## src/rtl/master_port.sv

```systemverilog
// Initiator end of the serial system-bus link: serializes address/write data, deserializes read replies.
// Optional wait-cycle timeout enabled by defining MASTER_PORT_TIMEOUT_EN.
module master_port #(
    parameter int ADDR_WIDTH     = 12,
    parameter int DATA_WIDTH     = 8,
    parameter int TIMEOUT_CYCLES = 255
) (
    input  logic                  clk,
    input  logic                  reset,
    input  logic                  req_valid,
    output logic                  req_ready,
    input  logic                  req_write,
    input  logic [ADDR_WIDTH-1:0] req_addr,
    input  logic [DATA_WIDTH-1:0] req_wdata,
    output logic                  resp_valid,
    output logic [DATA_WIDTH-1:0] resp_rdata,
    output logic                  resp_err,
    output logic                  busy,
    output logic                  read_en,
    output logic                  write_en,
    output logic                  master_valid,
    output logic                  master_ready,
    input  logic                  slave_ready,
    input  logic                  slave_valid,
    input  logic                  slave_rx_done,
    input  logic                  slave_tx_done,
    output logic                  tx_address,
    output logic                  tx_data,
    input  logic                  rx_data
);
    localparam int MAXW = (ADDR_WIDTH > DATA_WIDTH) ? ADDR_WIDTH : DATA_WIDTH;
    localparam int CW   = $clog2(MAXW + 1);
    localparam logic [CW-1:0] ADDR_LAST = CW'(ADDR_WIDTH - 1);
    localparam logic [CW-1:0] DATA_LAST = CW'(DATA_WIDTH - 1);

    typedef enum logic [2:0] {
        S_IDLE, S_REQ, S_ADDR, S_WDATA, S_WACK, S_RDATA, S_RESP
    } state_t;

    state_t                r_state, w_state_nxt;
    logic [CW-1:0]         r_cnt;
    logic [ADDR_WIDTH-1:0] r_addr;
    logic [DATA_WIDTH-1:0] r_wdata, r_rbuf, r_rdata;
    logic                  r_write, r_err;
    logic                  w_accept, w_rbit, w_err_set, w_tmo;
    logic [DATA_WIDTH-1:0] w_mask, w_rbuf_nxt;

`ifdef MASTER_PORT_TIMEOUT_EN
    localparam int TW = $clog2(TIMEOUT_CYCLES + 1);
    logic [TW-1:0] r_tmo;
    logic          w_wait;

    // Only consecutive stall cycles count; any progress or state change restarts the count.
    assign w_wait = (r_state == S_REQ   && !slave_ready)   ||
                    (r_state == S_WACK  && !slave_rx_done) ||
                    (r_state == S_RDATA && !slave_valid);
    assign w_tmo  = w_wait && (r_tmo == TW'(TIMEOUT_CYCLES - 1));

    always_ff @(posedge clk or posedge reset) begin
        if (reset)
            r_tmo <= '0;
        else if (w_state_nxt != r_state || !w_wait)
            r_tmo <= '0;
        else
            r_tmo <= r_tmo + TW'(1);
    end
`else
    assign w_tmo = (TIMEOUT_CYCLES < 0);
`endif

    assign w_mask     = DATA_WIDTH'(1) << r_cnt;
    assign w_rbuf_nxt = (w_rbit && rx_data) ? (r_rbuf | w_mask) : r_rbuf;

    always_comb begin
        w_state_nxt = r_state;
        w_accept    = 1'b0;
        w_rbit      = 1'b0;
        w_err_set   = 1'b0;
        case (r_state)
            S_IDLE:  if (req_valid) begin
                         w_accept    = 1'b1;
                         w_state_nxt = S_REQ;
                     end
            S_REQ:   if (slave_ready) w_state_nxt = S_ADDR;
            S_ADDR:  if (r_cnt == ADDR_LAST) w_state_nxt = r_write ? S_WDATA : S_RDATA;
            S_WDATA: if (r_cnt == DATA_LAST) w_state_nxt = S_WACK;
            S_WACK:  if (slave_rx_done) w_state_nxt = S_RESP;
            S_RDATA: begin
                w_rbit = slave_valid;
                // tx_done must coincide with the last bit; early or missing flags an error.
                if (slave_valid && r_cnt == DATA_LAST) begin
                    w_state_nxt = S_RESP;
                    w_err_set   = !slave_tx_done;
                end else if (slave_tx_done) begin
                    w_state_nxt = S_RESP;
                    w_err_set   = 1'b1;
                end
            end
            S_RESP:  w_state_nxt = S_IDLE;
            default: w_state_nxt = S_IDLE;
        endcase
        if (w_tmo) begin
            w_state_nxt = S_RESP;
            w_err_set   = 1'b1;
        end
    end

    always_ff @(posedge clk or posedge reset) begin
        if (reset) begin
            r_state <= S_IDLE;
            r_cnt   <= '0;
            r_addr  <= '0;
            r_wdata <= '0;
            r_rbuf  <= '0;
            r_rdata <= '0;
            r_write <= 1'b0;
            r_err   <= 1'b0;
        end else begin
            r_state <= w_state_nxt;
            if (w_state_nxt != r_state)
                r_cnt <= '0;
            else if (r_state == S_ADDR || r_state == S_WDATA || w_rbit)
                r_cnt <= r_cnt + CW'(1);
            if (w_accept) begin
                r_addr  <= req_addr;
                r_wdata <= req_wdata;
                r_write <= req_write;
                r_rbuf  <= '0;
            end else begin
                if (r_state == S_ADDR)  r_addr  <= r_addr >> 1;
                if (r_state == S_WDATA) r_wdata <= r_wdata >> 1;
                r_rbuf <= w_rbuf_nxt;
            end
            if (w_state_nxt == S_RESP) begin
                r_err <= w_err_set;
                if (!r_write) r_rdata <= w_rbuf_nxt;
            end
        end
    end

    assign req_ready    = (r_state == S_IDLE);
    assign busy         = (r_state != S_IDLE);
    assign resp_valid   = (r_state == S_RESP);
    assign resp_err     = (r_state == S_RESP) && r_err;
    assign resp_rdata   = r_rdata;
    assign master_valid = (r_state == S_REQ) || (r_state == S_ADDR) || (r_state == S_WDATA);
    assign master_ready = (r_state == S_RDATA);
    assign read_en      = !r_write && ((r_state == S_REQ) || (r_state == S_ADDR) || (r_state == S_RDATA));
    assign write_en     = r_write && ((r_state == S_REQ) || (r_state == S_ADDR) ||
                                      (r_state == S_WDATA) || (r_state == S_WACK));
    assign tx_address   = (r_state == S_ADDR) && r_addr[0];
    assign tx_data      = (r_state == S_WDATA) && r_wdata[0];
endmodule

```

## config.mk

```make
export PLATFORM = sky130hd
export DESIGN_NAME = master_port
export DESIGN_NICKNAME = d
export VERILOG_FILES = /design/src/rtl/master_port.sv
export SDC_FILE = /design/constraint.sdc
export NUM_CORES = 1
export LEC_CHECK = 0
export ABC_CLOCK_PERIOD_IN_PS = 2100
export CORE_ASPECT_RATIO = 1.4
export CORE_MARGIN = 2
export CORE_UTILIZATION = 50
export CTS_BUF_LIST = sky130_fd_sc_hd__clkbuf_2
export CTS_CLUSTER_DIAMETER = 80
export CTS_CLUSTER_SIZE = 10
export DETAILED_ROUTE_END_ITERATION = 7
export DONT_BUFFER_PORTS = 1
export PLACE_DENSITY = 0.78
export SLEW_MARGIN = 15
export SYNTH_ARGS = -nofsm -noshare
export SYNTH_HDL_FRONTEND = slang
export SYNTH_SLANG_ARGS = --single-unit
export TNS_END_PERCENT = 20
```

## constraint.sdc

```tcl
create_clock -name clk -period 2.1 [get_ports clk]
set_clock_uncertainty 0.15 [all_clocks]
set_input_delay 0.21 -clock clk [delete_from_list [all_inputs] [get_ports clk]]
set_output_delay 0.21 -clock clk [all_outputs]
set_load 0.05 [all_outputs]
```

[Word-level counts from Yosys, hierarchy flattened]
Index checks and enable logic that the tools add are counted.
Word-level totals
  bits in registers: 45
Cells by class
  add/sub/neg operators: 1
  equal/unequal tests: 10
  shifts and indexed selects: 1
  muxes and demuxes: 23
  bitwise logic cells: 2
  reduce and logical (&&, ||, !) cells: 21
Operators by type and width (count)
  2-to-1 mux 8 bit: 4
  2-to-1 mux 12 bit: 2
  2-to-1 mux 3 bit: 8
  case mux 3 bit (6 select lines): 1
  == test 3 bit (second input constant): 4
  2-to-1 mux 4 bit: 2
  bitwise OR 8 bit: 1
  << shifter 1 x 4 -> 8 bit (first input constant): 1
  logical AND 1 bit: 7
  == test 3 x 2 -> 1 bit (second input constant): 2
  logical OR 1 bit: 6
  2-to-1 mux 1 bit: 6
  nonzero test 2 bit: 3
  adder 4 x 1 -> 4 bit (second input constant): 1
  == test 4 x 3 -> 1 bit (second input constant): 1
  == test 4 bit (second input constant): 1
  == test 3 x 1 -> 1 bit (second input constant): 1
  logical NOT 3 bit: 1
  inequality test 3 bit: 1
  nonzero test 3 bit: 1
  logical NOT 1 bit: 2
  AND reduction 2 bit: 1
  NOT 1 bit: 1

[Logic depth before layout (Yosys ltp)]
  depth after elaboration: 6
  gate-level depth with buffers: 9

[Worst setup path after synthesis]
OpenSTA, ideal clock, no wires.
  path type: register -> output
  start: register r_state[0]
  end: output resp_err
  arrival time: 2.239 ns
  data required time: 1.740 ns
  path slack: -0.499 ns
  cell stages (with the launch flop): 4
  path buffers: 1
  cells stage by stage: dfrtp_1 buf_2 nor3_1 and2_1
On the way
  cells in the longest elaborated chain, start to end: 2
RTL lines
  from (decl): RTL line 40  | state_t r_state, w_state_nxt;
  from (signal assigned): RTL line 119  | r_state <= w_state_nxt;
  == test 3 bit
  named net resp_valid: RTL line 15  | output logic resp_valid,
  logical AND 1 bit: RTL line 144  | assign resp_err = (r_state == S_RESP) && r_err;
  to (decl): RTL line 17  | output logic resp_err,
The timed path passes the listed nets, and every way through them passes these cells.

[Final worst setup path]
  start: register r_cnt[0]
  end: register r_cnt[3]
On the way
  cells in the longest elaborated chain, start to end: 6
  elaborated cells on any way between the ends: 12
  those cells by class: 1 x add/sub; 3 x eq/ne; 6 x mux; 2 x reduce/logical
RTL lines
  from (decl): RTL line 41  | logic [CW-1:0] r_cnt;
  from (signal assigned): RTL line 123  | r_cnt <= r_cnt + CW'(1);
  == test 4 x 3 -> 1 bit: RTL line 86, 91
  logical AND 1 bit: RTL line 91  | if (slave_valid && r_cnt == DATA_LAST) begin
  2-to-1 mux 3 bit: RTL line 91
  case mux 3 bit (6 select lines): RTL line 79  | case (r_state)
  inequality test 3 bit: RTL line 120  | if (w_state_nxt != r_state)
  2-to-1 mux 4 bit or nonzero test 2 bit (tied branches)
Parallel ways exist; a longest one is shown, timed or not. The select of a mux whose other input is x is not followed.
A chain may end at the register's enable or synchronous reset.

==> results summary <==
The count of placed standard cells in the final layout, fillers left out came out at 345. The largest stage delay on the critical path is 0.43 ns. The number of clock sinks seen by CTS is 45.

The launch point of the worst path is r_cnt[0]. Dividing the synthesized area by the synthesized cell count gives 9.92 um2. The most used flip-flop cell after synthesis is dfrtp_1. The min-delay analysis places its worst path in the category in2reg. The standard-cell row count is 28. The post-placement cell count is 302. In this run the vertical extent of the chip is 83.6 um. The maximum clock path buffer count is 2. The maximum vdd drop is 0.000749 V. The total number of nets in the final design is 319. The initial antenna violation count is 0. Across all register-to-register paths, the minimum setup slack is 0.02 ns.

The number of primary I/O pins is 47. The cell depth of the worst flop-to-flop path is 6. The final hold violation count is 0. The arrival time at the worst endpoint came out at 2.26 ns.

The footprint of the flip-flops and latches is 1130 um2. The count of flip-flops with a built-in enable after synthesis came out at 0. The routed via count divided by cell count came out at 5.61.

The count of buffers added on input and output ports is 0. The layout overhead on the synthesized area is 33.8%. The DRC violation count after routing is 0. The final wirelength came out at 5.70 mm. TritonCTS built the clock tree.

The post-synth net total came out at 263. The register share of total power is 33.8%. The DRC marker count from the first detailed-route iteration is 104. The final setup violation count came out at 0. The data required time of the critical path came out at 2.27 ns. Per report_power, the combinational group accounts for 56.7% of the total.

The synthesized netlist cell count came out at 228. After synthesis, flip-flops and latches occupy 49.8% of the total area. The total power density per cell area is 1220 nW/um2.

The initial core utilization is 52.9%. The number of global-route vias before repair came out at 1948. During synthesis, Yosys emitted a total of 0 warnings. The total number of vias is 1935. The critical path goes through ha_2, nor2b_1, o21ai_0, a21boi_1, or3_4, a211oi_1. The insertion delay to the later sink of the worst-skew pair came out at 0.41 ns. The endpoint of the most critical setup path is r_cnt[3]. In this run the critical register-to-register path is launched from r_cnt[0]. The average wire per cell in the routed design came out at 16.5 um. The half-perimeter wire length of the detailed placement result is 3.64 mm. The multi-input logic area is 1150 um2. The worst relative slew slack came out at 63.2%. The horizontal die dimension came out at 60.8 um. The reported leakage power is 1.45 nW. The slowest stage of the critical path belongs to the cell dfrtp_1. Cells with a size suffix above 1 make up 28.4% of the layout.

The count of maximum capacitance violations came out at 0. The highest fanout seen on the critical path came out at 6. The kind of start point of the critical path is a register. The root buffer cell chosen for the clock tree is clkbuf_2. In this run the cell area of the synthesized design comes to 2260 um2. The share of total power in the clock network came out at 9.5%. The overall track demand over capacity in global routing is 24.3%. At the end of routability-driven placement, the weighted congestion stood at 0.905.

The CTS buffer count is 5. The final critical path time including I/O delays and setup came out at 2.08 ns. The completed layout was analyzed and its total power is 3.70 mW.

The switching power came out at 1.62 mW. The number of antenna repair diodes is 0. Cells fill 70.8% of the core in the end. The synthesized flop and latch total came out at 45. The period utilization is 99.2%. At the pin with the least slew margin, the transition time is 0.552 ns. The number of filler instances in the final layout came out at 320. The net switching fraction of the power is 44.0%. The highest attainable clock frequency came out at 0.480 GHz.

The finished layout cell area came out at 3030 um2. The run finished with clean final reports. Setup repair after global routing could not meet its margin everywhere.

Counting distinct cell types in the post-synthesis netlist gives 41. The critical path class is reg2reg. The post-place instance area came out at 2540 um2. The die covers 5080 um2. The max-slew violation total from the final report was 0.

Of all flip-flops after synthesis, the portion carrying an async set or reset was 100%. After floorplanning, the core was sized to cover 4270 um2. The detailed-routing iteration count for the pre-antenna-repair pass came out at 5. The count of antenna-violating nets left after detailed routing came out at 0. The H-tree depth is 2. The clock slew seen by the registers of the worst setup and hold paths came out at 0.23 ns. The internal power is 2.07 mW.

The kind of capture point of the worst setup path is a register. The wire length of the first global-routing pass is 9.29 mm. The overall overflow remaining after global route came out at 0.

The pin count of the biggest net entering global routing came out at 46. The worst register-to-register path ends at r_cnt[3].
state kept, by name, summed over array words and instances, names as in the netlist:
register	flops
resp_rdata	8
r_addr	12
r_wdata	8
r_rbuf	8
r_cnt	4
r_err	1
r_state	3
r_write	1
what timing repair did:
action | CTS | global route
endpoints found under the setup margin | 14 | 23
pin swaps | 4 | 5
resized for setup | 17 | 19
buffers inserted | 9 | 2
hold buffers | 24 | 0
endpoints found under the hold margin | 74 | 0
cell usage after synthesis, types with 2 or more instances:
library cell	number	area (um2)
xnor2_1	2	17.5
buf_2	7	35.0
nor2b_1	3	18.8
mux2_4	4	60.1
a211oi_1	4	30.0
nor4_1	2	12.5
or2_2	2	12.5
nand2b_1	2	12.5
a22oi_1	18	135
a21boi_0	4	30.0
dfrtp_1	45	1130
nor2_1	11	41.3
nand3b_1	4	30.0
o31ai_1	4	30.0
inv_1	11	41.3
a21o_1	4	30.0
and2_1	4	25.0
ha_1	6	75.1
nand2_1	45	169
a21oi_1	9	45.0
o21ai_0	11	55.1
clkbuf_1	4	15.0
nor3_1	3	15.0
and3b_1	2	17.5
final cells by class:
class / count / share of cell area, %
Clock buffer: 6 / 0.993
Clock inverter: 2 / 0.331
Inverter: 11 / 1.49
Multi-Input combinational cell: 160 / 37.9
Sequential cell: 45 / 37.3
Tap cell: 60 / 2.48
Timing Repair Buffer: 61 / 19.5
how the worst min path moves through the flow:
stage           startpoint  slack [ns]            end  cells past startpoint
2_1_floorplan    req_valid        0.16      r_rbuf[4]                      1
5_1_grt        slave_valid        0.04          r_err                      4
3_5_place_dp         reset        0.12     r_wdata[1]                      2
6_report       slave_valid        0.04          r_err                      4
3_3_place_gp         reset        0.11  resp_rdata[2]                      2
4_1_cts        slave_valid       0.007          r_err                      4
metrics by stage:
| stage | worst slack [ns] | hold WS [ns] | setup TNS, ns |
|---|---|---|---|
| floorplan | -0.0414 | 0.162 | -0.196 |
| global placement | 0.0609 | 0.114 | 0 |
| detailed placement | 0.00966 | 0.121 | 0 |
| CTS | -0.000851 | 0.00680 | -0.000851 |
| global route | -0.0836 | 0.0443 | -0.549 |
| finish | 0.0168 | 0.0389 | 0 |
worst max-delay path: cells and delay by family, from the launching register on:
kind            cells  cell delay, ns
compound gates      3            0.64
fa+ha+maj           1            0.23
flops               1            0.43
simple gates        2            0.56
cells in the final DEF, fill, tap and decap left out, types with 4 or more instances in the layout:
master | netlist | routed
nor2_1 | 11 | 7
a22oi_1 | 18 | 18
buf_6 | 0 | 7
mux2_4 | 4 | 4
dfrtp_1 | 45 | 43
ha_1 | 6 | 5
a21o_1 | 4 | 4
o21ai_0 | 11 | 6
clkbuf_2 | 0 | 6
a21oi_1 | 9 | 6
buf_4 | 1 | 26
o21ai_1 | 0 | 5
inv_1 | 11 | 9
nand2_1 | 45 | 44
o31ai_1 | 4 | 4
dlygate4sd3_1 | 0 | 24
nand3b_1 | 4 | 4
per-layer routing:
layer	share of wire, %	vias up	GRT usage, %
met5	0	-	0
met4	3.0	0	9.68
met3	4.8	13	4.34
met2	54	75	40.9
met1	38	944	29.9
li1	-	903	-
power groups by stage:
stage	logic, mW	clock network, mW	registers (mW)
floorplan	1.19	0	1.22
global placement	1.60	0	1.26
detailed placement	1.64	0	1.27
CTS	1.96	0.368	1.24
global route	2.25	0.399	1.28
finish	2.10	0.352	1.25
cells by family (layout without fill, tap and decap cells):
group,after synthesis,after routing,share of synthesized area (%)
adders and majority gates,6,6,3.32
DFF,45,45,49.8
AOI/OAI and AO/OA,59,59,18.9
and+or+nand+nor,86,86,18.8
xor gates and xnor gates,3,3,1.16
buffers and inverters,23,80,4.37
muxes,6,6,3.60
No activity file was read; power rests on OpenSTA's default activity.
